$ cat src/rtl/core_pkg.sv
// Shared core definitions: sequencing-controller states, register zero, default trap vector.
package core_pkg;

  typedef enum logic [1:0] {
    StRun    = 2'd0,
    StMdWait = 2'd1,
    StTrap   = 2'd2
  } hz_state_e;

  localparam logic [4:0]  REG_ZERO         = 5'd0;
  localparam logic [31:0] TRAP_VEC_DEFAULT = 32'h0000_0004;

endpackage

$ cat src/rtl/lu_detect.sv
// Load-use comparator: flags an ID instruction that reads the destination of a load in EX.
module lu_detect
  import core_pkg::*;
(
  input  logic [4:0] id_rs1,
  input  logic [4:0] id_rs2,
  input  logic       id_use_rs1,
  input  logic       id_use_rs2,
  input  logic [4:0] ex_rd,
  input  logic       ex_is_load,
  output logic       lu_hit
);

  // x0 never carries a real dependency, so a load to it cannot cause a hazard.
  always_comb begin
    lu_hit = ex_is_load && (ex_rd != REG_ZERO) &&
             ((id_use_rs1 && (id_rs1 == ex_rd)) || (id_use_rs2 && (id_rs2 == ex_rd)));
  end

endmodule

$ cat src/rtl/hazard_ctrl.sv
// Pipeline sequencing controller: pause/flush for PC, IF/ID, ID/EX and EX/MEM covering
// load-use, taken branches, multi-cycle mul/div occupancy and interrupt entry.
module hazard_ctrl
  import core_pkg::*;
#(
  parameter int unsigned MD_CYCLES = 32,  // must be >= 2 and <= 64
  parameter logic [31:0] TRAP_VEC  = TRAP_VEC_DEFAULT
) (
  input  logic        clk,
  input  logic        rst,
  input  logic [4:0]  id_rs1,
  input  logic [4:0]  id_rs2,
  input  logic        id_use_rs1,
  input  logic        id_use_rs2,
  input  logic [4:0]  ex_rd,
  input  logic        ex_is_load,
  input  logic        ex_branch_taken,
  input  logic        ex_md_start,
  input  logic        irq,
  output logic        pc_pause,
  output logic        pc_flush,
  output logic        ifid_pause,
  output logic        ifid_flush,
  output logic        idex_pause,
  output logic        idex_flush,
  output logic        exmem_flush,
  output logic        trap_sel,
  output logic [31:0] trap_pc,
  output logic        irq_ack,
  output logic        md_busy
);

  localparam logic [5:0] MD_LOAD = 6'(MD_CYCLES - 1);

  hz_state_e  state_q;
  logic [5:0] md_cnt_q;
  logic       irq_pend_q;
  logic       lu_hit;
  logic       pc_pause_raw, ifid_pause_raw, idex_pause_raw;

  lu_detect u_lu_detect (
    .id_rs1     (id_rs1),
    .id_rs2     (id_rs2),
    .id_use_rs1 (id_use_rs1),
    .id_use_rs2 (id_use_rs2),
    .ex_rd      (ex_rd),
    .ex_is_load (ex_is_load),
    .lu_hit     (lu_hit)
  );

  assign trap_pc = TRAP_VEC;

  // Sequencing FSM: state, mul/div down-counter and pending-interrupt latch.
  always_ff @(posedge clk) begin
    if (rst) begin
      state_q    <= StRun;
      md_cnt_q   <= 6'd0;
      irq_pend_q <= 1'b0;
    end else begin
      case (state_q)
        StRun: begin
          irq_pend_q <= irq_pend_q | irq;
          if (ex_branch_taken) begin
            // Branch wins; a mul/div in the shadow of the branch is squashed.
          end else if (ex_md_start) begin
            md_cnt_q <= MD_LOAD;
            state_q  <= StMdWait;
          end else if (lu_hit) begin
            // Single bubble, no state change.
          end else if (irq_pend_q) begin
            irq_pend_q <= 1'b0;
            state_q    <= StTrap;
          end
        end
        StMdWait: begin
          irq_pend_q <= irq_pend_q | irq;
          md_cnt_q   <= md_cnt_q - 6'd1;
          if (md_cnt_q == 6'd1) state_q <= StRun;
        end
        StTrap: begin
          // Source drops irq in response to irq_ack, so do not relatch during entry.
          irq_pend_q <= 1'b0;
          state_q    <= StRun;
        end
        default: state_q <= StRun;
      endcase
    end
  end

  // Output decode from current state and EX/ID inputs; everything quiet during reset.
  always_comb begin
    pc_pause_raw   = 1'b0;
    ifid_pause_raw = 1'b0;
    idex_pause_raw = 1'b0;
    pc_flush       = 1'b0;
    ifid_flush     = 1'b0;
    idex_flush     = 1'b0;
    exmem_flush    = 1'b0;
    trap_sel       = 1'b0;
    irq_ack        = 1'b0;
    md_busy        = 1'b0;
    if (!rst) begin
      case (state_q)
        StRun: begin
          if (ex_branch_taken) begin
            pc_flush   = 1'b1;
            ifid_flush = 1'b1;
            idex_flush = 1'b1;
          end else if (ex_md_start) begin
            pc_pause_raw   = 1'b1;
            ifid_pause_raw = 1'b1;
            idex_pause_raw = 1'b1;
            exmem_flush    = 1'b1;
          end else if (lu_hit) begin
            pc_pause_raw   = 1'b1;
            ifid_pause_raw = 1'b1;
            idex_flush     = 1'b1;
          end
        end
        StMdWait: begin
          md_busy        = 1'b1;
          pc_pause_raw   = 1'b1;
          ifid_pause_raw = 1'b1;
          idex_pause_raw = 1'b1;
          exmem_flush    = 1'b1;
        end
        StTrap: begin
          trap_sel    = 1'b1;
          pc_flush    = 1'b1;
          ifid_flush  = 1'b1;
          idex_flush  = 1'b1;
          exmem_flush = 1'b1;
          irq_ack     = 1'b1;
        end
        default: ;
      endcase
    end
  end

  // A flushed register is never also held.
  assign pc_pause   = pc_pause_raw & ~pc_flush;
  assign ifid_pause = ifid_pause_raw & ~ifid_flush;
  assign idex_pause = idex_pause_raw & ~idex_flush;

endmodule

$ cat config.mk
export PLATFORM = sky130hd
export DESIGN_NAME = hazard_ctrl
export DESIGN_NICKNAME = d
export VERILOG_FILES = /design/src/rtl/core_pkg.sv /design/src/rtl/lu_detect.sv /design/src/rtl/hazard_ctrl.sv
export SDC_FILE = /design/constraint.sdc
export NUM_CORES = 1
export LEC_CHECK = 0
export CAP_MARGIN = 20
export CORE_MARGIN = 5
export CORE_UTILIZATION = 37
export DETAILED_ROUTE_END_ITERATION = 10
export GPL_TIMING_DRIVEN = 0
export PLACE_DENSITY = 0.87
export SYNTH_ARGS = -nofsm -noshare
export SYNTH_HDL_FRONTEND = slang
export SYNTH_SLANG_ARGS = --single-unit
$ cat constraint.sdc
create_clock -name clk -period 2.7 [get_ports clk]
set_clock_uncertainty 0.2 [all_clocks]
set_input_delay 0.27 -clock clk [delete_from_list [all_inputs] [get_ports clk]]
set_output_delay 0.27 -clock clk [all_outputs]
set_load 0.03 [all_outputs]
==> impl_results.md <==
* Status: finished, final reports clean
* Multi-input gate area at 700.7 µm²
* Post-Layout Cell Count at 228
* H-tree depth at 1
* Initial DRC count at 33
* RSZ-0062 raised after global routing: false
* Cell accounting for the most synthesized area: buf_4
* Setup WS post-layout at 0.1671 ns
* Clock Latency Late Sink at 0.26 ns
* Post-synthesis xor/xnor area fraction at 10.74%
* Hold WC Path Type: flop to flop
* Simple-gate share of the synthesized area at 15.47%
* # diodes at 0
* Dpl cells at 224
* Ys Warns at 0
* Global-route wire length before repair at 4029 µm
* Synth Cell Area at 1060 µm²
* Setup CP Type: flop to primary output
* Yosys reg bits at 9
* Number of enable flip-flop cells after synthesis at 0
* Sink Count at 9
* Max Fclk at 0.3948 GHz
* Final HPWL DP at 2081 µm
* Root buf cell: clkbuf_4
* Initial antenna violation count at 0
* Fill count at 261
* Synth Area in Adders at 8.264%
* Gpl congestion at 0.8388
* Post-route ant nets at 0
* Die ar. at 4035 µm²
* Num rows at 19
* Chip Height at 63.52 µm
* Die width at 63.52 µm
* Final period util at 93.81%
* Synth Area in Compound Gates at 19.48%
* Largest family of logic cells by synthesized area: buffers and inverters
* Drt first pass iters at 4
* Syn avg cell area at 8.090 µm²
* Gr usage total at 11.81%
* Clock transition at path regs at 0.06 ns
* Final Slew Violations at 0
* I/O pin count at 65
* Dpl ws at -0.2755 ns
* Grt ovf at 0
* Largest net degree at the start of global routing at 11
* PwrDens at 391.4 nW/µm²
* Arrival @ worst endpoint at 2.06 ns
* # setup viols final at 0
* Total CTS buffers at 3
* Maxcap violations at 0
* Fin util at 56.31%
* CTS tree: built
* DR WL/cell at 10.80 µm
* Post-synth top flop: dfxtp_1
* Port Buffers at 32
* CP Launch Type: flop
* CP endpoint kind: primary output
* Via count of the first global-routing pass at 968
* Most frequent cells after synthesis: buf_4 (35), xnor2_1 (13), dfxtp_1 (9), nor2_1 (9)
* Clock buffer depth at 2
* Flip-flop and latch area at 180.2 µm²
* CORE AREA at 2758 µm²
* Via Count at 993
* Largest cells by area after synthesis: buf_4 (25%), dfxtp_1 (17%), xnor2_1 (11%)
* Hold Vio Cnt, Final at 0
* Synth unique cells at 34
* Mux contribution to synthesized area at 0%
* Count leader, synth: buf_4
* Area Growth Syn to Fin at 46.52%
* Area after DPL at 1531 µm²
* Share of layout cells above drive strength 1 at 25.38%
* WL final at 2462 µm
* Design Area, Final at 1553 µm²
* Cells after Synth at 131
* Leakage Power at 0.7369 nW
* Starting Density at 38.43%
* Post-synth ARST share at 0%
* Nets at 228
* Post CTS Setup Buffer Count at 0
* Remaining DRCs at 0
* Register area share after synthesis at 17.00%
* Setup TNS Final at 0 ns
* Maximum VDD drop at 0.0002550 V
* Period minus WS final at 2.533 ns
* WP data required at 2.23 ns
* Max FO, Critical Path at 8
* Drt via density at 4.355
* Post-synth top area share at 24.79%
-- cells in the final DEF (no fill, tap or decap) --
master           instances
a31oi_1                  3
o32ai_1                  1
and4bb_2                 1
inv_1                    8
conb_1                  32
o21ai_0                  2
ha_1                     6
o21ai_2                  1
clkdlybuf4s50_1         27
nand2b_4                 1
dfxtp_1                  9
buf_4                   36
clkdlybuf4s15_1          1
nor2_1                   9
and3_1                   1
nor2b_1                  1
clkbuf_4                 3
a211oi_1                 3
nand3b_4                 1
a311oi_1                 2
a311o_1                  1
or2b_1                   1
nand2_1                  7
nand2b_1                 1
nand3_1                  1
nand4_1                  2
xnor2_1                 13
a2111oi_4                1
or3_1                    1
o311a_1                  1
ha_2                     1
or4_1                    1
inv_2                    1
clkbuf_2                 2
o22ai_2                  1
clkbuf_1                 2
dlygate4sd2_1            1
a21oi_1                  8
a21boi_2                 1
o211ai_1                 2
-- sequential cells by signal, summed over array words and instances, names as in the netlist --
signal / count
md_cnt_q: 6
state_q: 2
irq_pend_q: 1
-- critical path, cell delays in order, from the launching register on --
cell,delay [ns]
dfxtp_1,0.39
inv_1,0.10
ha_2,0.26
a21oi_1,0.24
nor2_1,0.08
buf_4,0.15
clkdlybuf4s50_1,0.58
-- logic make-up (layout without fill, tap and decap cells) --
kind of cell	Yosys count	count (layout)
xor gates and xnor gates	13	13
buffers and inverters	45	81
AOI/OAI and AO/OA	27	27
DFF	9	9
and+or+nand+nor	28	28
adders and majority gates	7	7
other	2	32
-- final timing paths --
check              from           to  slack (ns)  cells after the start
min reg2reg  irq_pend_q   irq_pend_q        0.36                      2
min          irq_pend_q   irq_pend_q        0.36                      2
max          state_q[0]     pc_flush        0.17                      6
max reg2reg  state_q[0]  md_cnt_q[5]        0.67                      7
-- layout make-up --
type	count	area share, %
Sequential cell	9	11.60
Buffer	36	17.16
Inverter	9	2.176
Timing Repair Buffer	32	19.74
Tap cell	31	2.498
Clock buffer	4	1.692
Multi-Input combinational cell	107	45.12
-- what timing repair did --
item,in CTS,in global routing
hold buffers,0,0
setup endpoints to repair,5,4
pin swaps,0,0
gates resized for setup,6,8
-- routing by layer --
layer	GRT usage, %	part of all wire, %
met1	12.92	39
met2	20.43	48
met3	4.618	11
met4	4.156	1.6
met5	0	0
-- stage by stage --
stage	total power, mW	hold WS, ns
finish	0.6078	0.3585
global route	0.6479	0.3731
CTS	0.6047	0.3524
detailed placement	0.5020	0.3435
global placement	0.4961	0.3381
floorplan	0.4132	0.2382
-- power by group --
part | internal (mW) | leakage (nW) | total (mW) | switching (mW)
Combinational | 0.147 | 0.648 | 0.332 | 0.185
Sequential | 0.150 | 0.0742 | 0.169 | 0.0189
Clock | 0.0571 | 0.0150 | 0.108 | 0.0504
Note: power is estimated with default switching activity, not from simulation.
